==> src/rtl/seg7_scan_decoder.sv <==
// Rebuilds the 16-bit hex value shown on a 4-digit, active-low, multiplexed seven-segment bus.
// A digit is captured STABLE_CYCLES edges after it first appears; there is no backpressure, and the frame_valid/timeout pulses are not held.
module seg7_scan_decoder #(
  parameter int STABLE_CYCLES  = 4,
  parameter int TIMEOUT_CYCLES = 65536
) (
  input  logic        clk,
  input  logic        rst_n,
  input  logic [3:0]  an,
  input  logic [6:0]  a_to_g,
  output logic [15:0] value,
  output logic [3:0]  digit_err,
  output logic        frame_valid,
  output logic        timeout
);

  localparam int TW = $clog2(TIMEOUT_CYCLES);

  typedef enum logic {HUNT, HOLD} state_t;

  state_t        state;
  logic [10:0]   samp_q;
  logic [7:0]    stab_cnt;
  logic [TW-1:0] to_cnt;
  logic [3:0]    cap_an;
  logic [3:0]    mask;
  logic [3:0]    err_slot;
  logic [15:0]   slot;

  logic          samp_legal;
  logic          same;
  logic          capture;
  logic          to_expire;
  logic [1:0]    cap_idx;
  logic [4:0]    glyph;
  logic [15:0]   slot_nx;
  logic [3:0]    err_nx;
  logic [3:0]    mask_nx;

  // Returns {illegal, nibble}; an unknown pattern decodes to nibble 0 with the flag set.
  function automatic logic [4:0] decode(input logic [6:0] seg);
    case (seg)
      7'b0000001: decode = 5'h00;
      7'b1001111: decode = 5'h01;
      7'b0010010: decode = 5'h02;
      7'b0000110: decode = 5'h03;
      7'b1001100: decode = 5'h04;
      7'b0100100: decode = 5'h05;
      7'b0100000: decode = 5'h06;
      7'b0001111: decode = 5'h07;
      7'b0000000: decode = 5'h08;
      7'b0000100: decode = 5'h09;
      7'b0001000: decode = 5'h0A;
      7'b1100000: decode = 5'h0B;
      7'b0110001: decode = 5'h0C;
      7'b1000010: decode = 5'h0D;
      7'b0110000: decode = 5'h0E;
      7'b0111000: decode = 5'h0F;
      default:    decode = 5'h10;
    endcase
  endfunction

  always_comb begin
    samp_legal = an inside {4'b0111, 4'b1011, 4'b1101, 4'b1110};
    same       = ({an, a_to_g} == samp_q);
    capture    = (state == HUNT) && (stab_cnt == 8'(STABLE_CYCLES - 1));
    to_expire  = (to_cnt == TW'(TIMEOUT_CYCLES - 2));
    case (samp_q[10:7])
      4'b1110: cap_idx = 2'd0;
      4'b1101: cap_idx = 2'd1;
      4'b1011: cap_idx = 2'd2;
      4'b0111: cap_idx = 2'd3;
      default: cap_idx = 2'd0;
    endcase
    glyph   = decode(samp_q[6:0]);
    slot_nx = slot;
    slot_nx[{cap_idx, 2'b00} +: 4] = glyph[3:0];
    err_nx  = err_slot;
    err_nx[cap_idx] = glyph[4];
    mask_nx = mask;
    mask_nx[cap_idx] = 1'b1;
  end

  always_ff @(posedge clk or negedge rst_n) begin
    if (!rst_n) begin
      state       <= HUNT;
      samp_q      <= '0;
      stab_cnt    <= '0;
      to_cnt      <= '0;
      cap_an      <= '0;
      mask        <= '0;
      err_slot    <= '0;
      slot        <= '0;
      value       <= '0;
      digit_err   <= '0;
      frame_valid <= 1'b0;
      timeout     <= 1'b0;
    end else begin
      samp_q      <= {an, a_to_g};
      frame_valid <= 1'b0;
      timeout     <= 1'b0;

      // Saturate so a digit held for a long time can never re-hit the capture count.
      if (same && samp_legal)
        stab_cnt <= (stab_cnt == 8'hFF) ? stab_cnt : stab_cnt + 8'd1;
      else
        stab_cnt <= '0;

      if (capture) begin
        slot     <= slot_nx;
        err_slot <= err_nx;
        cap_an   <= samp_q[10:7];
        to_cnt   <= '0;
        state    <= HOLD;
        if (mask_nx == 4'hF) begin
          value       <= slot_nx;
          digit_err   <= err_nx;
          frame_valid <= 1'b1;
          mask        <= '0;
        end else begin
          mask <= mask_nx;
        end
      end else begin
        if (state == HOLD && an != cap_an)
          state <= HUNT;
        if (to_expire) begin
          timeout <= 1'b1;
          mask    <= '0;
          state   <= HUNT;
          to_cnt  <= '0;
        end else begin
          to_cnt <= to_cnt + TW'(1);
        end
      end
    end
  end

endmodule

==> config.mk <==
export PLATFORM = sky130hd
export DESIGN_NAME = seg7_scan_decoder
export DESIGN_NICKNAME = d
export VERILOG_FILES = /design/src/rtl/seg7_scan_decoder.sv
export SDC_FILE = /design/constraint.sdc
export NUM_CORES = 1
export LEC_CHECK = 0
export CAP_MARGIN = 30
export CORE_ASPECT_RATIO = 1.5
export CORE_MARGIN = 2
export CORE_UTILIZATION = 39
export CTS_CLUSTER_DIAMETER = 80
export DETAILED_ROUTE_END_ITERATION = 7
export MAX_ROUTING_LAYER = met4
export SYNTH_ARGS = -nofsm -noshare
export SYNTH_HDL_FRONTEND = slang
export SYNTH_SLANG_ARGS = --single-unit
==> constraint.sdc <==
create_clock -name clk -period 2.8 [get_ports clk]
set_clock_uncertainty 0.15 [all_clocks]
set_input_delay 0.42 -clock clk [delete_from_list [all_inputs] [get_ports clk]]
set_output_delay 0.42 -clock clk [all_outputs]
set_load 0.03 [all_outputs]
==> results.md <==
* Outcome: complete, no violations
* Syn avg cell area at 10.3 um^2
* Critical Path Slowest Stage Cell: dfrtp_1
* Io pins at 35
* Sequential area share after synthesis at 50.4%
* CP Launch Type: flip-flop
* Worst skew pair latency at 0.34 ns
* Via density at 5.41
* Rows at 46
* Diodes inserted at 0
* Core ar. at 0.0106 mm^2
* WL/cell at 16.2 um
* Top Usage Layer GRT: met2
* H-tree Lvls at 3
* Crit path top cell by count: buf_4
* Total power at 2500 uW
* Filler Cell Count at 1009
* Post-synth top flop: dfrtp_1
* Data arrival, critical path at 2.66 ns
* P_leak at 0.00219 uW
* Share of the synthesized area in the top cell type at 50.4%
* DR iter-0 viols at 161
* Layout cell share with drive strength beyond 1 at 7.28%
* Crit path kind: flip-flop to flip-flop
* Cell Chain, Critical Path: xor2_1 > nand3_1 > inv_1 > buf_4 > ha_1 > o22a_1 > nand4_1 > buf_4 > nor2_1 > a221o_1
* Wire length of the first global-routing pass at 16400 um
* EDFF count, synth at 0
* Die Ht at 132 um
* Routed wire length at 9680 um
* Grt met1 use at 22.0%
* Antenna viol nets, final at 0
* HP Class: flip-flop to flip-flop
* Worst slew margin at 57.6%
* CTS Buf Count at 9
* Worst-path clk slew at 0.06 ns
* PortBufs at 34
* Total congestion overflow at 0
* Net Count, Synth at 438
* Die area at 0.0118 mm^2
* Post CTS Setup Buffer Count at 0
* Initial Util at 40.1%
* Clock sink total at 86
* RSZ-0062 raised after global routing: false
* Synth warn at 0
* Seq cells post-synth at 86
* Fmax at 387 MHz
* Least-Margin Pin Slew at 0.635 ns
* CP peak stage delay at 0.42 ns
* WHS at 0.328 ns
* Post-detail-place hpwl at 6950 um
* Critical-path maximum fanout at 28
* Vias in the first global route at 3348
* Syn Inst Count at 416
* Area grow syn2layout at 18.0%
* Minimum clock period at 2.59 ns
* Fin crit share at 92.4%
* Antenna violations before repair at 0
* CTS root buf: clkbuf_16
* Syn Std Cell Area at 0.00427 mm^2
* Worst-case vdd ir drop at 0.277 mV
* Vias at 3229
* Power Dens Cells at 496 mW/mm^2
* Synth area leader: dfrtp_1
* Total GRT Usage at 18.3%
* 1st-pass router iterations at 4
* Multi-input logic area at 0.00197 mm^2
* Reg area at 0.00215 mm^2
* Synth top area cells: dfrtp_1 (50%), nand2_1 (3.6%), nor2_1 (3.5%)
* Chip width at 89.4 um
* Unique masters post-synth at 55
* # setup viols final at 0
* Routing usage on met3 at 3.26%
* Nets@finish at 472
* Total of max-cap violations at 0
* CTS Buffer Depth at 2
* Final-report hold violation count at 0
* # DRC at 0
* Number of max-slew violations in the final report at 0
* CTS tree: done
* GRT met2 Usage at 29.8%
* Largest net degree at the start of global routing at 49
* Crit end category: flip-flop
* Worst endpoint required time at 2.87 ns
* Post-synth ARST share at 100%
* Setup TNS Final at 0 ns
* Placer Congestion at 0.810
## flip-flops by register name, summed over array words and instances, names as in the netlist
signal	count
cap_an	4
state	1
to_cnt	16
timeout	1
slot	16
stab_cnt	8
value	16
err_slot	4
digit_err	4
frame_valid	1
mask	4
samp_q	11
## metrics by stage
step	cell area (um^2)	worst slack [ns]	cells	utilization, %
finish	5030	0.214	597	47.3
global route	5030	0.0475	597	47.3
CTS	5030	0.232	597	47.3
detailed placement	4770	0.238	582	44.8
global placement	4770	0.285	582	44.8
floorplan	4270	0.317	416	-
## layout by cell type, fill, tap and decap left out, types with 13 or more instances in the layout
cell type and n:
nand3_1 16, xnor2_1 16, dfrtp_1 86, clkdlybuf4s50_1 33, nor3b_1 18, a22o_1 16, xor2_1 17, nor2_1 40
a21oi_1 13, nand2_1 41
## synth_stat cells (10+ instances only)
cell / number
dfrtp_1: 86
inv_1: 10
nand3_1: 16
nor3b_1: 18
a21oi_1: 13
nor2_1: 40
xnor2_1: 16
a22o_1: 16
xor2_1: 17
buf_2: 12
o21ai_0: 12
nand2_1: 41
## kinds of logic after synthesis
logic type                 synth area share (%)
and+or+nand+nor                            21.5
xor gates and xnor gates                   6.77
AOI/OAI and AO/OA                          14.7
muxes                                     0.469
adders and majority gates                  2.64
buffers and inverters                      3.52
DFF                                        50.4
## area by class of cell
type,instances,share of cell area (%)
clock buffer,12,4.90
sequential,86,42.7
multi-input combinational,297,39.0
inverter,10,0.746
timing repair buffer,46,8.80
tap,144,3.58
clock inverter,2,0.199
## per-layer routing
metal / vias to the layer above / share of wire, %
met5: - / 0
met4: 0 / 2.1
met3: 17 / 2.7
met2: 56 / 53
met1: 1608 / 42
li1: 1548 / -
## what timing repair did
item | in CTS | in global routing
endpoints found under the setup margin | 0 | 0
endpoints found under the hold margin | 38 | 0
hold buffers | 1 | 0
gates resized for setup | 0 | 0
## worst paths after layout
| check | start | endpoint | slack (ns) | cells after the start |
|---|---|---|---|---|
| setup reg to reg | samp_q[8] | value[9] | 0.21 | 10 |
| hold / removal | err_slot[1] | err_slot[1] | 0.33 | 2 |
| hold reg to reg | err_slot[1] | err_slot[1] | 0.33 | 2 |
| min in group asynchronous | rst_n | value[15] | 0.44 | 2 |
| setup / recovery | samp_q[8] | value[9] | 0.21 | 10 |
| max in group asynchronous | rst_n | digit_err[3] | 1.40 | 3 |
## where the power goes
group	total [uW]	internal (uW)	switching, uW
logic	148	60.6	87.1
clock network	1080	613	466
registers	1270	1250	21.2
total	2500	1920	575
## worst max-delay path: cells and delay by family (launching register included)
kind            cells  cell delay [ns]
compound gates      2             0.54
buf+inv             3             0.56
flops               1             0.42
simple gates        3             0.41
fa+ha+maj           1             0.20
xor+xnor            1             0.17
(Power assumes the default switching activity.)
